===== config.mk =====
export PLATFORM = sky130hd
export DESIGN_NAME = d5m_stream_gen
export DESIGN_NICKNAME = d
export VERILOG_FILES = /design/src/rtl/d5m_stream_gen_pkg.sv /design/src/rtl/d5m_pattern_lut.sv /design/src/rtl/d5m_stream_gen.sv
export SDC_FILE = /design/constraint.sdc
export NUM_CORES = 1
export LEC_CHECK = 0
export ABC_AREA = 1
export ABC_CLOCK_PERIOD_IN_PS = 2200
export CAP_MARGIN = 5
export CELL_PAD_IN_SITES_DETAIL_PLACEMENT = 1
export CELL_PAD_IN_SITES_GLOBAL_PLACEMENT = 1
export CORE_MARGIN = 3
export CORE_UTILIZATION = 43
export DETAILED_ROUTE_END_ITERATION = 16
export DONT_BUFFER_PORTS = 1
export GPL_TIMING_DRIVEN = 0
export HOLD_SLACK_MARGIN = 0.15
export PLACE_DENSITY = 0.83
export SYNTH_ARGS = -nofsm -noshare
export SYNTH_HDL_FRONTEND = slang
export SYNTH_SLANG_ARGS = --single-unit

===== constraint.sdc =====
create_clock -name iCLK -period 2.2 [get_ports iCLK]
set_input_delay 0.33 -clock iCLK [delete_from_list [all_inputs] [get_ports iCLK]]
set_output_delay 0.33 -clock iCLK [all_outputs]
set_load 0.005 [all_outputs]

===== src/rtl/d5m_stream_gen_pkg.sv =====
// d5m_stream_gen_pkg
// Shared definitions for the D5M sensor-side stream generator:
//   DATA_W       - pixel width of the D5M data bus
//   state_t      - generator sequencing states
//   PAT_*        - pattern select codes carried on iPATTERN
//   BAYER_*      - fixed levels for the Bayer mosaic pattern
package d5m_stream_gen_pkg;

    localparam int DATA_W = 12;

    typedef enum logic [2:0] {
        IDLE   = 3'd0,
        FRONT  = 3'd1,
        LINE   = 3'd2,
        HBLANK = 3'd3,
        BACK   = 3'd4,
        VBLANK = 3'd5
    } state_t;

    localparam logic [1:0] PAT_HRAMP = 2'd0;
    localparam logic [1:0] PAT_VRAMP = 2'd1;
    localparam logic [1:0] PAT_BAYER = 2'd2;
    localparam logic [1:0] PAT_TAG   = 2'd3;

    localparam logic [DATA_W-1:0] BAYER_G = 12'h800;
    localparam logic [DATA_W-1:0] BAYER_R = 12'hFFF;
    localparam logic [DATA_W-1:0] BAYER_B = 12'h000;

endpackage


===== src/rtl/d5m_pattern_lut.sv =====
// d5m_pattern_lut
// Combinational test-pattern generator; the parent registers the result.
// Ports:
//   pattern  in  2   pattern select (PAT_* codes)
//   x        in  12  pixel column
//   y        in  12  line number
//   f        in  4   low nibble of the completed-frame count
//   pixel    out 12  pixel value for (pattern, x, y, f)
module d5m_pattern_lut
    import d5m_stream_gen_pkg::*;
(
    input  logic [1:0]        pattern,
    input  logic [11:0]       x,
    input  logic [11:0]       y,
    input  logic [3:0]        f,
    output logic [DATA_W-1:0] pixel
);

    always_comb begin
        pixel = '0;
        case (pattern)
            PAT_HRAMP: pixel = x;
            PAT_VRAMP: pixel = y;
            PAT_BAYER: begin
                // Mosaic position is selected by the row/column parity.
                case ({y[0], x[0]})
                    2'b00:   pixel = BAYER_G;
                    2'b01:   pixel = BAYER_R;
                    2'b10:   pixel = BAYER_B;
                    default: pixel = BAYER_G;
                endcase
            end
            PAT_TAG:   pixel = {f, y[3:0], x[3:0]};
            default:   pixel = '0;
        endcase
    end

endmodule


===== src/rtl/d5m_stream_gen.sv =====
// d5m_stream_gen
// D5M sensor-side pixel stream source producing FVAL/LVAL/12-bit data with
// programmable porches and blanking, in the format CCD_Capture consumes.
// Optional feature macro: STREAM_GEN_CHECKSUM_EN (per-frame data checksum).
// Ports:
//   iCLK         in  1   pixel clock, sole clock
//   iRST         in  1   synchronous active-high reset
//   iSTART       in  1   start request (level or pulse), honoured in IDLE only
//   iSTOP        in  1   stop request pulse; finishes the current frame first
//   iPATTERN     in  2   pattern select, latched at each frame start
//   oDATA        out 12  pixel data, 0 whenever oLVAL is low
//   oFVAL        out 1   frame valid
//   oLVAL        out 1   line valid
//   oFRAME_CONT  out 16  completed-frame count, bumps as FVAL falls
//   oBUSY        out 1   high in every state except IDLE
//   oFRAME_SUM   out 16  sum of the last frame's pixels mod 2^16 (0 if disabled)
module d5m_stream_gen
    import d5m_stream_gen_pkg::*;
#(
    parameter int H_ACTIVE    = 640,
    parameter int V_ACTIVE    = 480,
    parameter int H_BLANK     = 64,
    parameter int FRONT_PORCH = 16,
    parameter int BACK_PORCH  = 16,
    parameter int V_BLANK     = 200
) (
    input  logic              iCLK,
    input  logic              iRST,
    input  logic              iSTART,
    input  logic              iSTOP,
    input  logic [1:0]        iPATTERN,
    output logic [DATA_W-1:0] oDATA,
    output logic              oFVAL,
    output logic              oLVAL,
    output logic [15:0]       oFRAME_CONT,
    output logic              oBUSY,
    output logic [15:0]       oFRAME_SUM
);

    localparam logic [11:0] HA_LAST = 12'(H_ACTIVE - 1);
    localparam logic [11:0] VA_LAST = 12'(V_ACTIVE - 1);
    localparam logic [15:0] HB_LAST = 16'(H_BLANK - 1);
    localparam logic [15:0] FP_LAST = 16'(FRONT_PORCH - 1);
    localparam logic [15:0] BP_LAST = 16'(BACK_PORCH - 1);
    localparam logic [15:0] VB_LAST = 16'(V_BLANK - 1);

    state_t      state;
    logic [15:0] cnt;        // cycles spent in the current porch/blank state
    logic [11:0] x;
    logic [11:0] y;
    logic [1:0]  pat_q;
    logic        stop_flag;

    // Coordinates of the pixel that will be presented if the FSM is in LINE
    // after this edge; oDATA is registered, so the LUT looks one step ahead.
    logic [11:0]       pix_x;
    logic [11:0]       pix_y;
    logic [DATA_W-1:0] lut_pix;

    always_comb begin
        pix_x = (state == LINE)   ? x + 12'd1 : 12'd0;
        pix_y = (state == HBLANK) ? y + 12'd1 : y;
    end

    d5m_pattern_lut u_lut (
        .pattern (pat_q),
        .x       (pix_x),
        .y       (pix_y),
        .f       (oFRAME_CONT[3:0]),
        .pixel   (lut_pix)
    );

    always_ff @(posedge iCLK) begin
        if (iRST) begin
            state       <= IDLE;
            cnt         <= '0;
            x           <= '0;
            y           <= '0;
            pat_q       <= '0;
            stop_flag   <= 1'b0;
            oDATA       <= '0;
            oFVAL       <= 1'b0;
            oLVAL       <= 1'b0;
            oFRAME_CONT <= '0;
            oBUSY       <= 1'b0;
        end else begin
            if (iSTOP) stop_flag <= 1'b1;
            case (state)
                IDLE: begin
                    if (iSTART) begin
                        state <= FRONT;
                        oFVAL <= 1'b1;
                        oBUSY <= 1'b1;
                        cnt   <= '0;
                        y     <= '0;
                        pat_q <= iPATTERN;
                    end
                end
                FRONT: begin
                    if (cnt == FP_LAST) begin
                        state <= LINE;
                        x     <= '0;
                        oLVAL <= 1'b1;
                        oDATA <= lut_pix;
                    end else begin
                        cnt <= cnt + 16'd1;
                    end
                end
                LINE: begin
                    if (x == HA_LAST) begin
                        state <= HBLANK;
                        cnt   <= '0;
                        oLVAL <= 1'b0;
                        oDATA <= '0;
                    end else begin
                        x     <= x + 12'd1;
                        oDATA <= lut_pix;
                    end
                end
                HBLANK: begin
                    if (cnt == HB_LAST) begin
                        cnt <= '0;
                        if (y < VA_LAST) begin
                            state <= LINE;
                            y     <= y + 12'd1;
                            x     <= '0;
                            oLVAL <= 1'b1;
                            oDATA <= lut_pix;
                        end else begin
                            state <= BACK;
                        end
                    end else begin
                        cnt <= cnt + 16'd1;
                    end
                end
                BACK: begin
                    if (cnt == BP_LAST) begin
                        state       <= VBLANK;
                        cnt         <= '0;
                        oFVAL       <= 1'b0;
                        oFRAME_CONT <= oFRAME_CONT + 16'd1;
                    end else begin
                        cnt <= cnt + 16'd1;
                    end
                end
                VBLANK: begin
                    if (cnt == VB_LAST) begin
                        cnt <= '0;
                        // A stop arriving on this very cycle still counts.
                        if (stop_flag || iSTOP) begin
                            state     <= IDLE;
                            oBUSY     <= 1'b0;
                            stop_flag <= 1'b0;
                        end else begin
                            state <= FRONT;
                            oFVAL <= 1'b1;
                            y     <= '0;
                            pat_q <= iPATTERN;
                        end
                    end else begin
                        cnt <= cnt + 16'd1;
                    end
                end
                default: begin
                    state <= IDLE;
                    oFVAL <= 1'b0;
                    oLVAL <= 1'b0;
                    oDATA <= '0;
                    oBUSY <= 1'b0;
                end
            endcase
        end
    end

`ifdef STREAM_GEN_CHECKSUM_EN
    logic [15:0] acc;

    // The accumulator is held at zero while FVAL is low, so it is clear on
    // every entry to FRONT; it is published on the same edge FVAL falls.
    always_ff @(posedge iCLK) begin
        if (iRST) begin
            acc        <= '0;
            oFRAME_SUM <= '0;
        end else begin
            if (state == IDLE || state == VBLANK) begin
                acc <= '0;
            end else if (oLVAL) begin
                acc <= acc + 16'(oDATA);
            end
            if (state == BACK && cnt == BP_LAST) begin
                oFRAME_SUM <= acc;
            end
        end
    end
`else
    assign oFRAME_SUM = '0;
`endif

endmodule


==> metrics <==
FF-to-FF End=cnt[12]$_SDFFE_PP0P_; simple-gate share of the synthesized area=0.401; Tot Pwr=~5.7 mW; Flop pwr share=0.331; post-synthesis compound-gate area fraction=0.148; # diodes=0; Routed Antenna Nets=0; WL/cell=17.2 um; Comb power frac=0.414; worst path cell trace=ha_4 > nand3_4 > nor3_1 > nand3_1 > o21bai_1 > o211ai_1 > a21oi_1; critical-path maximum fanout=7; I/O pin count=53; share of cells above drive strength 1=0.123; R2R setup slack=0.16 ns; worst setup path startpoint=cnt[0]$_SDFFE_PP0P_; Clock Latency Late Sink=0.35 ns; total grt overflow=0; Leak=around 2.4 nW; setup TNS=0 ns; worst clock skew=between 0.007 and 0.008 ns; synthesis-to-finish area growth=14.1%; Synth Area in Adders=0.0129; synthesized area=4860 sq um; Detailed Place HPWL=about 12 mm; DR vias=a little over 5,000; Final Hold Vio Count=0; sequential share of the synthesized area=0.317; kind of critical path=register to register; row count=38; Main synth FF type=dfxtp_1; largest net degree at the start of global routing=12; hold wc startpoint=iSTOP; starting density of the core=0.445; htree depth=3; delay-heaviest family, CP=simple AND/OR/NAND/NOR gates; die width=around 110 um; CP max stage delay=0.55 ns; Final period util=0.927; vias in the first global route=5,475; Buf/Inv on CP=0; 1st-iter DRT viols=253; hold endpoint=stop_flag$_SDFF_PP0_; Seq cells post-synth=slightly below 80; max cap viols=0; nets@finish=817; Port Buffers=0; # DRC=0; largest family of logic cells by synthesized area=simple AND/OR/NAND/NOR gates; critical path's slowest cell=nor3_1; first-pass GRT wire length=26.7 mm; CP endpoint kind=register; die area=roughly 13,000 sq um; Synth async-reset ratio=0; Syn. warnings=0; CTS buffer count=9; aggregate global-route resource usage=0.262; multiplexer area fraction after synthesis=0; Internal Power=approximately 3.3 mW; Root Driver=clkbuf_16; initial antenna violation count=0; number of detailed-routing iterations run before antenna repair=4; number of synthesized flops with an enable pin=0; Hold WS=0.261 ns; worst endpoint data arrival time=2.32 ns; post-route cell area=5550 sq um; sw frac=0.420; DR vias/cell=5.46; Worst Path Required=2.48 ns; Max clock buf depth=2; Power per Cell Area=~1000 nW/um^2; clk sinks=77; Crit path depth=7; Routability Congestion=~0.86; f_max=490 MHz; Clock transition at path regs=roughly 0.060 ns; core area=approximately 11,000 sq um; P_sw=2.38 mW; Post-Syn Instances=around 770; Reg2Reg Depth=7; Slew HR=0.490; Area after DPL=5090 sq um; final WL=16.3 mm; status=completed; Final Critical Period=2.04 ns; VDD IR max=593 uV; count of pins over their slew limit=0; Die Ht=approximately 110 um; XOR/XNOR Fraction of Synth Area=0.00900; pin slew with the least headroom to its limit=around 0.76 ns; worst hold path cell count=4; hold crit path type=input pin to register; startpoint types=register; setup violators final=0; CTS tree=done; worst r2r src=cnt[0]$_SDFFE_PP0P_; Yosys cell types=40; Avg Cell Area, Syn=6.35 sq um; clock power share=0.255
[tightest hold or removal path: stages]
cell	delay [ns]
nor2_1	0.04
inv_1	0.07
o211ai_1	0.09
inv_1	0.05
[repair_timing]
item	in CTS	in global routing
hold buffers	2	0
setup endpoints to repair	7	42
setup buffers	0	12
hold endpoints to repair	2	0
pin swaps	0	6
resized for setup	2	20
[worst max path at each step]
stage,endpoint
global placement,oDATA[10]$_SDFFE_PP0P_
floorplan,oDATA[10]$_SDFFE_PP0P_
detailed placement,oDATA[9]$_SDFFE_PP0P_
global route,oDATA[4]$_SDFFE_PP0P_
CTS,oDATA[4]$_SDFFE_PP0P_
finish,cnt[12]$_SDFFE_PP0P_
[layout by cell type, fill, tap and decap left out, types with 3 or more instances in the layout]
| cell type | count |
|---|---|
| o211ai_1 | 14 |
| nand3_1 | 68 |
| nand2_1 | 216 |
| o21ai_0 | 38 |
| nand2_4 | 3 |
| nor2_4 | 8 |
| clkbuf_1 | 9 |
| buf_6 | 4 |
| nor2_2 | 3 |
| dfxtp_2 | 3 |
| nor3_1 | 14 |
| a21oi_1 | 59 |
| inv_1 | 75 |
| ha_1 | 3 |
| clkbuf_8 | 3 |
| nand3_2 | 4 |
| buf_4 | 31 |
| conb_1 | 16 |
| o21ai_1 | 3 |
| nand4_1 | 15 |
| dfxtp_1 | 73 |
| o21bai_1 | 4 |
| nor2_1 | 86 |
| xor2_1 | 3 |
| a31oi_1 | 4 |
| inv_2 | 8 |
| clkbuf_16 | 9 |
| nand2_2 | 7 |
[metrics by stage]
stage               utilization  std cells  setup slack (ns)
floorplan                     -        781             0.324
global placement          0.466        921           -0.0692
detailed placement        0.466        921            -0.157
CTS                       0.494        938           0.00708
global route              0.508        950         -0.000691
finish                    0.508        950             0.160
[synth_stat cells (all sizes together), types with 3 or more instances]
master  instances  area (sq um)
o21ai          42           221
a21oi          60           304
o21bai          4          30.0
nand2         226           873
nor3           15          75.1
xor2            3          26.3
buf            26           196
o211ai         14           105
nand4          16           115
inv            84           315
nor2           98           444
a31oi           4          25.0
dfxtp          77          1540
nand3          74           410
ha              5          62.6
clkbuf          7          26.3
[power groups by stage]
| stage | registers [mW] | logic (mW) | clock network, mW |
|---|---|---|---|
| 2_1_floorplan | 1.82 | 1.58 | 0 |
| 3_3_place_gp | 1.86 | 2.02 | 0 |
| 3_5_place_dp | 1.88 | 2.11 | 0 |
| 4_1_cts | 1.85 | 2.14 | 1.46 |
| 5_1_grt | 1.91 | 2.64 | 1.53 |
| 6_report | 1.87 | 2.34 | 1.44 |
[final cells by class]
class,instances,area [sq um]
Timing Repair Buffer,14,110
Multi-Input combinational cell,586,2880
Fill cell,1530,5390
Clock buffer,14,274
Clock inverter,1,5.00
Sequential cell,77,1550
Inverter,85,322
Tap cell,140,175
Buffer,33,231
[logic make-up after synthesis]
group	after synthesis
and+or+nand+nor	432
AOI/OAI and AO/OA	128
buffers and inverters	118
DFF	77
xor gates and xnor gates	5
adders and majority gates	5
other	1
[state kept, by name, indices dropped and copies added (netlist names), 2 cells and up]
register,flops
oFRAME_CONT,16
pat_q,2
x,12
oDATA,12
cnt,16
y,12
state,3
[layer usage]
| layer | routed length, um | track usage |
|---|---|---|
| met5 | 0 | 0 |
| met4 | 442 | 0.100 |
| met3 | 831 | 0.0609 |
| met2 | 8200 | 0.459 |
| met1 | 6870 | 0.311 |
Power figures use the tool's default switching activity.
